`config.mk`:
```
export PLATFORM = sky130hd
export DESIGN_NAME = tx_pwm_encoder
export DESIGN_NICKNAME = d
export VERILOG_FILES = /design/src/rtl/tx_pwm_pkg.sv /design/src/rtl/tx_pwm_fifo.sv /design/src/rtl/tx_pwm_encoder.sv
export SDC_FILE = /design/constraint.sdc
export NUM_CORES = 1
export LEC_CHECK = 0
export BUFFER_PORTS_ARGS = -buffer_cell sky130_fd_sc_hd__buf_2
export CORE_AREA = 3 3 55 77
export DETAILED_ROUTE_END_ITERATION = 10
export DIE_AREA = 0 0 58 80
export PLACE_DENSITY = 0.75
export SETUP_SLACK_MARGIN = 0.4
export SYNTH_ARGS = -nofsm -noshare
export SYNTH_HDL_FRONTEND = slang
export SYNTH_SLANG_ARGS = --single-unit
```
`constraint.sdc`:
```
create_clock -name clk -period 2.68 [get_ports clk]
set_input_delay 0.536 -clock clk [delete_from_list [all_inputs] [get_ports clk]]
set_output_delay 0.536 -clock clk [all_outputs]
set_load 0.03 [all_outputs]
```
`src/rtl/tx_pwm_pkg.sv`:
```
// tx_pwm_pkg: shared mode type and pulse-width helper
// for the TX PWM encoder and its FIFO.
package tx_pwm_pkg;

    typedef enum logic {
        PWM_MODE  = 1'b0,
        EDGE_MODE = 1'b1
    } mode_e;

    // Full 32-bit width so large codes or steps never truncate.
    function automatic logic [31:0] pulse_width(
        input logic [31:0] code,
        input logic [31:0] min_w,
        input logic [31:0] step
    );
        return min_w + code * step;
    endfunction

endpackage

```
`src/rtl/tx_pwm_fifo.sv`:
```
// tx_pwm_fifo: small synchronous FIFO holding symbols
// waiting for their frame slot.
module tx_pwm_fifo
    import tx_pwm_pkg::*;
#(
    parameter int unsigned NBITS = 4,
    parameter int unsigned DEPTH = 4
) (
    input  logic                   clk,
    input  logic                   rstn,
    input  logic                   push_i,
    input  logic                   pop_i,
    input  logic [NBITS-1:0]       data_i,
    output logic [NBITS-1:0]       head_o,
    output logic                   full_o,
    output logic                   empty_o,
    output logic [$clog2(DEPTH):0] level_o
);

    localparam int unsigned AW = $clog2(DEPTH);
    localparam int unsigned LW = AW + 1;
    localparam logic [LW-1:0] FULL_LVL = LW'(DEPTH);

    if ((DEPTH < 2) || ((1 << AW) != DEPTH)) begin : g_bad_depth
        $error("DEPTH must be a power of 2 and at least 2");
    end

    logic [NBITS-1:0] mem_q [DEPTH];
    logic [AW-1:0]    wr_q, wr_d;
    logic [AW-1:0]    rd_q, rd_d;
    logic [LW-1:0]    lvl_q, lvl_d;
    logic             do_push;
    logic             do_pop;

    assign full_o  = (lvl_q == FULL_LVL);
    assign empty_o = (lvl_q == '0);
    assign level_o = lvl_q;
    assign head_o  = mem_q[rd_q];

    always_comb begin
        do_push = push_i && !full_o;
        do_pop  = pop_i && !empty_o;
        wr_d    = do_push ? wr_q + AW'(1) : wr_q;
        rd_d    = do_pop ? rd_q + AW'(1) : rd_q;
        lvl_d   = lvl_q + LW'(do_push) - LW'(do_pop);
    end

    always_ff @(posedge clk or negedge rstn) begin
        if (!rstn) begin
            wr_q  <= '0;
            rd_q  <= '0;
            lvl_q <= '0;
            for (int i = 0; i < int'(DEPTH); i++) begin
                mem_q[i] <= '0;
            end
        end else begin
            wr_q  <= wr_d;
            rd_q  <= rd_d;
            lvl_q <= lvl_d;
            if (do_push) begin
                mem_q[wr_q] <= data_i;
            end
        end
    end

endmodule

```
`src/rtl/tx_pwm_encoder.sv`:
```
// tx_pwm_encoder: one buffered symbol per frame, sent as
// a PWM pulse or as a single edge at a code-set offset.
module tx_pwm_encoder
    import tx_pwm_pkg::*;
#(
    parameter int unsigned NBITS     = 4,
    parameter int unsigned STEP      = 1,
    parameter int unsigned MIN_W     = 2,
    parameter int unsigned FRAME     = 20,
    parameter int unsigned DEPTH     = 4,
    parameter int unsigned IDLE_CODE = 0
) (
    input  logic                   clk,
    input  logic                   rstn,
    input  logic                   en,
    input  logic                   mode,
    input  logic [NBITS-1:0]       s_data,
    input  logic                   s_valid,
    output logic                   s_ready,
    input  logic                   underrun_clr,
    output logic                   out,
    output logic                   frame_start,
    output logic [$clog2(DEPTH):0] level,
    output logic                   underrun
);

    localparam int unsigned FCW = $clog2(FRAME);
    localparam logic [FCW-1:0] FC_LAST = FCW'(FRAME - 1);
    localparam logic [NBITS-1:0] IDLE = NBITS'(IDLE_CODE);

    if (FRAME <= MIN_W + ((2 ** NBITS) - 1) * STEP) begin : g_bad_frame
        $error("FRAME too short for the widest code");
    end

    logic [FCW-1:0]   fc_q, fc_d;
    logic [NBITS-1:0] cur_q, cur_d;
    mode_e            mode_q, mode_d;
    logic             out_q, out_d;
    logic             fs_q, fs_d;
    logic             ur_q, ur_d;

    logic [NBITS-1:0] head;
    logic             full;
    logic             empty;
    logic             pop;
    logic             at_start;
    logic [NBITS-1:0] eff;
    mode_e            mode_eff;
    logic [31:0]      width;
    logic [31:0]      fc_ext;

    tx_pwm_fifo #(
        .NBITS (NBITS),
        .DEPTH (DEPTH)
    ) u_fifo (
        .clk     (clk),
        .rstn    (rstn),
        .push_i  (s_valid),
        .pop_i   (pop),
        .data_i  (s_data),
        .head_o  (head),
        .full_o  (full),
        .empty_o (empty),
        .level_o (level)
    );

    assign s_ready     = !full;
    assign out         = out_q;
    assign frame_start = fs_q;
    assign underrun    = ur_q;

    always_comb begin
        at_start = en && (fc_q == '0);
        pop      = at_start && !empty;
        eff      = cur_q;
        mode_eff = mode_q;
        if (at_start) begin
            eff      = empty ? IDLE : head;
            mode_eff = mode_e'(mode);
        end
        width  = pulse_width(32'(eff), MIN_W, STEP);
        fc_ext = 32'(fc_q);

        fc_d   = fc_q;
        cur_d  = cur_q;
        mode_d = mode_q;
        out_d  = out_q;
        fs_d   = 1'b0;
        ur_d   = ur_q;

        if (underrun_clr) begin
            ur_d = 1'b0;
        end

        if (!en) begin
            fc_d   = '0;
            out_d  = 1'b0;
            mode_d = mode_e'(mode);
        end else begin
            fc_d = (fc_q == FC_LAST) ? '0 : fc_q + FCW'(1);
            case (mode_eff)
                PWM_MODE:  out_d = (fc_ext < width);
                EDGE_MODE: out_d = out_q ^ (fc_ext == width);
            endcase
            // A fresh underrun outranks a clear in the same cycle.
            if (at_start) begin
                cur_d  = eff;
                mode_d = mode_eff;
                fs_d   = 1'b1;
                if (empty) begin
                    ur_d = 1'b1;
                end
            end
        end
    end

    always_ff @(posedge clk or negedge rstn) begin
        if (!rstn) begin
            fc_q   <= '0;
            cur_q  <= IDLE;
            mode_q <= PWM_MODE;
            out_q  <= 1'b0;
            fs_q   <= 1'b0;
            ur_q   <= 1'b0;
        end else begin
            fc_q   <= fc_d;
            cur_q  <= cur_d;
            mode_q <= mode_d;
            out_q  <= out_d;
            fs_q   <= fs_d;
            ur_q   <= ur_d;
        end
    end

endmodule

```
==> impl_metrics.env <==
export IMPL_status="completed"
export IMPL_fp_dieH_um=80
export IMPL_ys_ff_latch=36
export IMPL_final_common_cell="dfrtp_1"
export IMPL_clockRootBuffer="clkbuf_8"
export IMPL_die_area_um2=4640
export IMPL_max_cap_violations=0
export IMPL_cts_sinks=36
export IMPL_ir_drop_mv=0.7609
export IMPL_wl_met1_um=1353
export IMPL_finalCoreUtilization=0.6174
export IMPL_wl_met2_um=2029
export IMPL_num_fill_cells=298
export IMPL_drc_errors=0
export IMPL_yosys_top_cells_area="dfrtp_1 49%, mux2_2 10%, ha_1 9.5%"
export IMPL_clkLatencyLatePin_ns=0.29
export IMPL_antenna_found_initial=0
export IMPL_p_leak_nw=1.065
export IMPL_dr_first_iter_drc_count=54
export IMPL_coreArea_um2=3643
export IMPL_max_clock_freq_mhz=376.2
export IMPL_cts_buffers=5
export IMPL_clock_tree_buffer_depth=2
export IMPL_rows=26
export IMPL_route_vias_total=1207
export IMPL_grt_setup_unrepaired="true"
export IMPL_endpoint_kind="flop"
export IMPL_wl_met3_um=108
export IMPL_dpl_hpwl_um=2657
export IMPL_slew_headroom=0.4665
export IMPL_grt_pass1_wl_um=6147
export IMPL_syn2layout_area_growth_pct=21.73
export IMPL_finalMaxSlewViolations=0
export IMPL_syn_area_um2=1848
export IMPL_antenna_cells=0
export IMPL_hp_class="input port to async pin"
export IMPL_nets=201
export IMPL_post_route_period_util=0.9919
export IMPL_grt_pass1_vias=1327
export IMPL_detail_route_wl_per_cell_um=16.37
export IMPL_crit_fanout=6
export IMPL_vias_per_cell=5.511
export IMPL_synthDistinctLibCells=30
export IMPL_gp_congestion=0.9278
export IMPL_ant_nets=0
export IMPL_period_needed_ns=2.658
export IMPL_clock_skew_ns=0.003955
export IMPL_setup_tns_ns=0
export IMPL_netlist_area_leader_share=0.4875
export IMPL_syn_avg_cell_area_um2=13.01
export IMPL_ios=17
export IMPL_synth_largest_area_cell="dfrtp_1"
export IMPL_cts_hold_buf=0
export IMPL_cts_tree="yes"
export IMPL_final_cell_mix="36 x dfrtp_1, 17 x mux2_2, 16 x buf_2"
export IMPL_initial_utilization=0.5072
export IMPL_clk_pin_slew_ns=0.07
export IMPL_hold_viol_final=0
export IMPL_powerDensity_nw_per_um2=1103
export IMPL_synth_nets=167
export IMPL_routed_wirelength_um=3585
export IMPL_drive_gt1_frac=0.4407
export IMPL_synth_cells=142
export IMPL_gr_usage_all_layers=0.1803
export IMPL_cp_start_kind="flop"
export IMPL_tightestPinTransition_ns=0.8003
export IMPL_grt_start_max_net_pins=37
export IMPL_cts_max_level=2
export IMPL_arrival_ns=2.82
export IMPL_yosys_warnings=0
export IMPL_grt_ovfl_total=0
export IMPL_worstPathRequired_ns=2.84
export IMPL_setup_viol=0
export IMPL_dr_pass1_iters=4
export IMPL_setup_worst_path_class="flop to flop"
export IMPL_reg2reg_depth=13
export IMPL_numPortBuffers=16
export IMPL_maxUsedRoutingLayer="met4"
export IMPL_yosysSeqAreaShare=0.4875
export IMPL_die_x_um=58
## synthesized netlist by cell type
library cell / n
and2b_2: 1
nor3_1: 1
mux2_2: 17
nor2_1: 1
ha_1: 14
a21o_1: 1
a22o_2: 5
nor2b_1: 2
and3_1: 3
and2_1: 2
nor2_8: 1
o21ai_0: 5
inv_1: 13
nand2_1: 8
a21oi_1: 3
mux2i_1: 2
nand2_4: 1
dfrtp_1: 36
nor4b_4: 1
xor2_1: 2
nand3b_1: 1
a22o_4: 1
nor3b_1: 1
a21boi_0: 1
fa_1: 1
nand3_1: 4
xnor2_1: 6
a22o_1: 2
mux4_2: 4
buf_2: 2
## kinds of logic (layout without fill, tap and decap cells)
logic type	Yosys count	count (layout)	share of synthesized area
flip-flops	36	36	0.4875
AND/OR/NAND/NOR	27	27	0.09817
multiplexers	23	23	0.1632
AO/OA/AOI/OAI	18	18	0.07583
adder cells (fa/ha/maj)	15	15	0.1056
buffers and inverters	15	50	0.03182
XOR/XNOR	8	8	0.03792
## power breakdown
group          internal, mW  total, mW  switching [mW]
clock                 0.210      0.396           0.187
combinational         0.617       1.15           0.537
sequential            0.771      0.932           0.161
## stage by stage
step                      area, um2  cells  hold slack, ns  worst slack, ns  power, mW
after global placement         2049    202          0.4826           0.1021      1.921
after floorplan                1897    142          0.2404           0.1769      1.740
after CTS                      2192    217          0.3492          0.08436      2.437
after detailed placement       2049    202          0.4893         -0.04187      2.012
after global routing           2250    219          0.3752          -0.1355      2.679
final                          2250    219          0.3267          0.02166      2.482
## flip-flops by register name, summed over array words and instances, names as in the netlist
signal / cells
u_fifo.rd_q: 2
u_fifo.level_o: 3
underrun: 1
u_fifo.wr_q: 2
out: 1
mode_q: 1
frame_start: 1
fc_q: 5
u_fifo.mem_q: 16
cur_q: 4
## timing repair
action                     in CTS  in global routing
setup endpoints to repair       3                  3
resized for setup               0                  7
buffers inserted                7                  2
pin swaps                       5                 10
## final cells by class
type,count,area [um2],share of cell area
clock buffers,8,90.09,0.04004
inverters,13,48.80,0.02169
multi-input cells,91,979.7,0.4355
flip-flops and latches,36,900.9,0.4004
well taps,42,52.55,0.02336
repair buffers,29,177.7,0.07898
## per-layer routing
metal  global-route usage  vias up
met1               0.1837      607
met4              0.09281        0
met3              0.04531       11
met5                    0        -
met2               0.3292       22
li1                     -      567
## final timing paths
kind / startpoint / endpoint / slack, ns
worst min register to register: u_fifo.mem_q[4] / u_fifo.mem_q[4] / 0.50
worst min-delay path: rstn / fc_q[0] / 0.33
worst max register to register: fc_q[0] / out / 0.02
max in group asynchronous: rstn / u_fifo.rd_q[1] / 1.84
min in group clk: u_fifo.mem_q[4] / u_fifo.mem_q[4] / 0.50
worst max-delay path: fc_q[0] / out / 0.02
## worst max-delay path, cell delays in order, from the launching register on
cell and delay [ns]:
dfrtp_1 0.39, inv_2 0.09, ha_4 0.12, nor4b_4 0.26, nand2_4 0.15, a22o_4 0.30, ha_4 0.16, xnor2_2 0.12
ha_1 0.31, and3_4 0.20, nand3_4 0.07, xnor2_2 0.14, o21ai_1 0.15, a21oi_1 0.06
No activity file was read; power rests on OpenSTA's default activity.
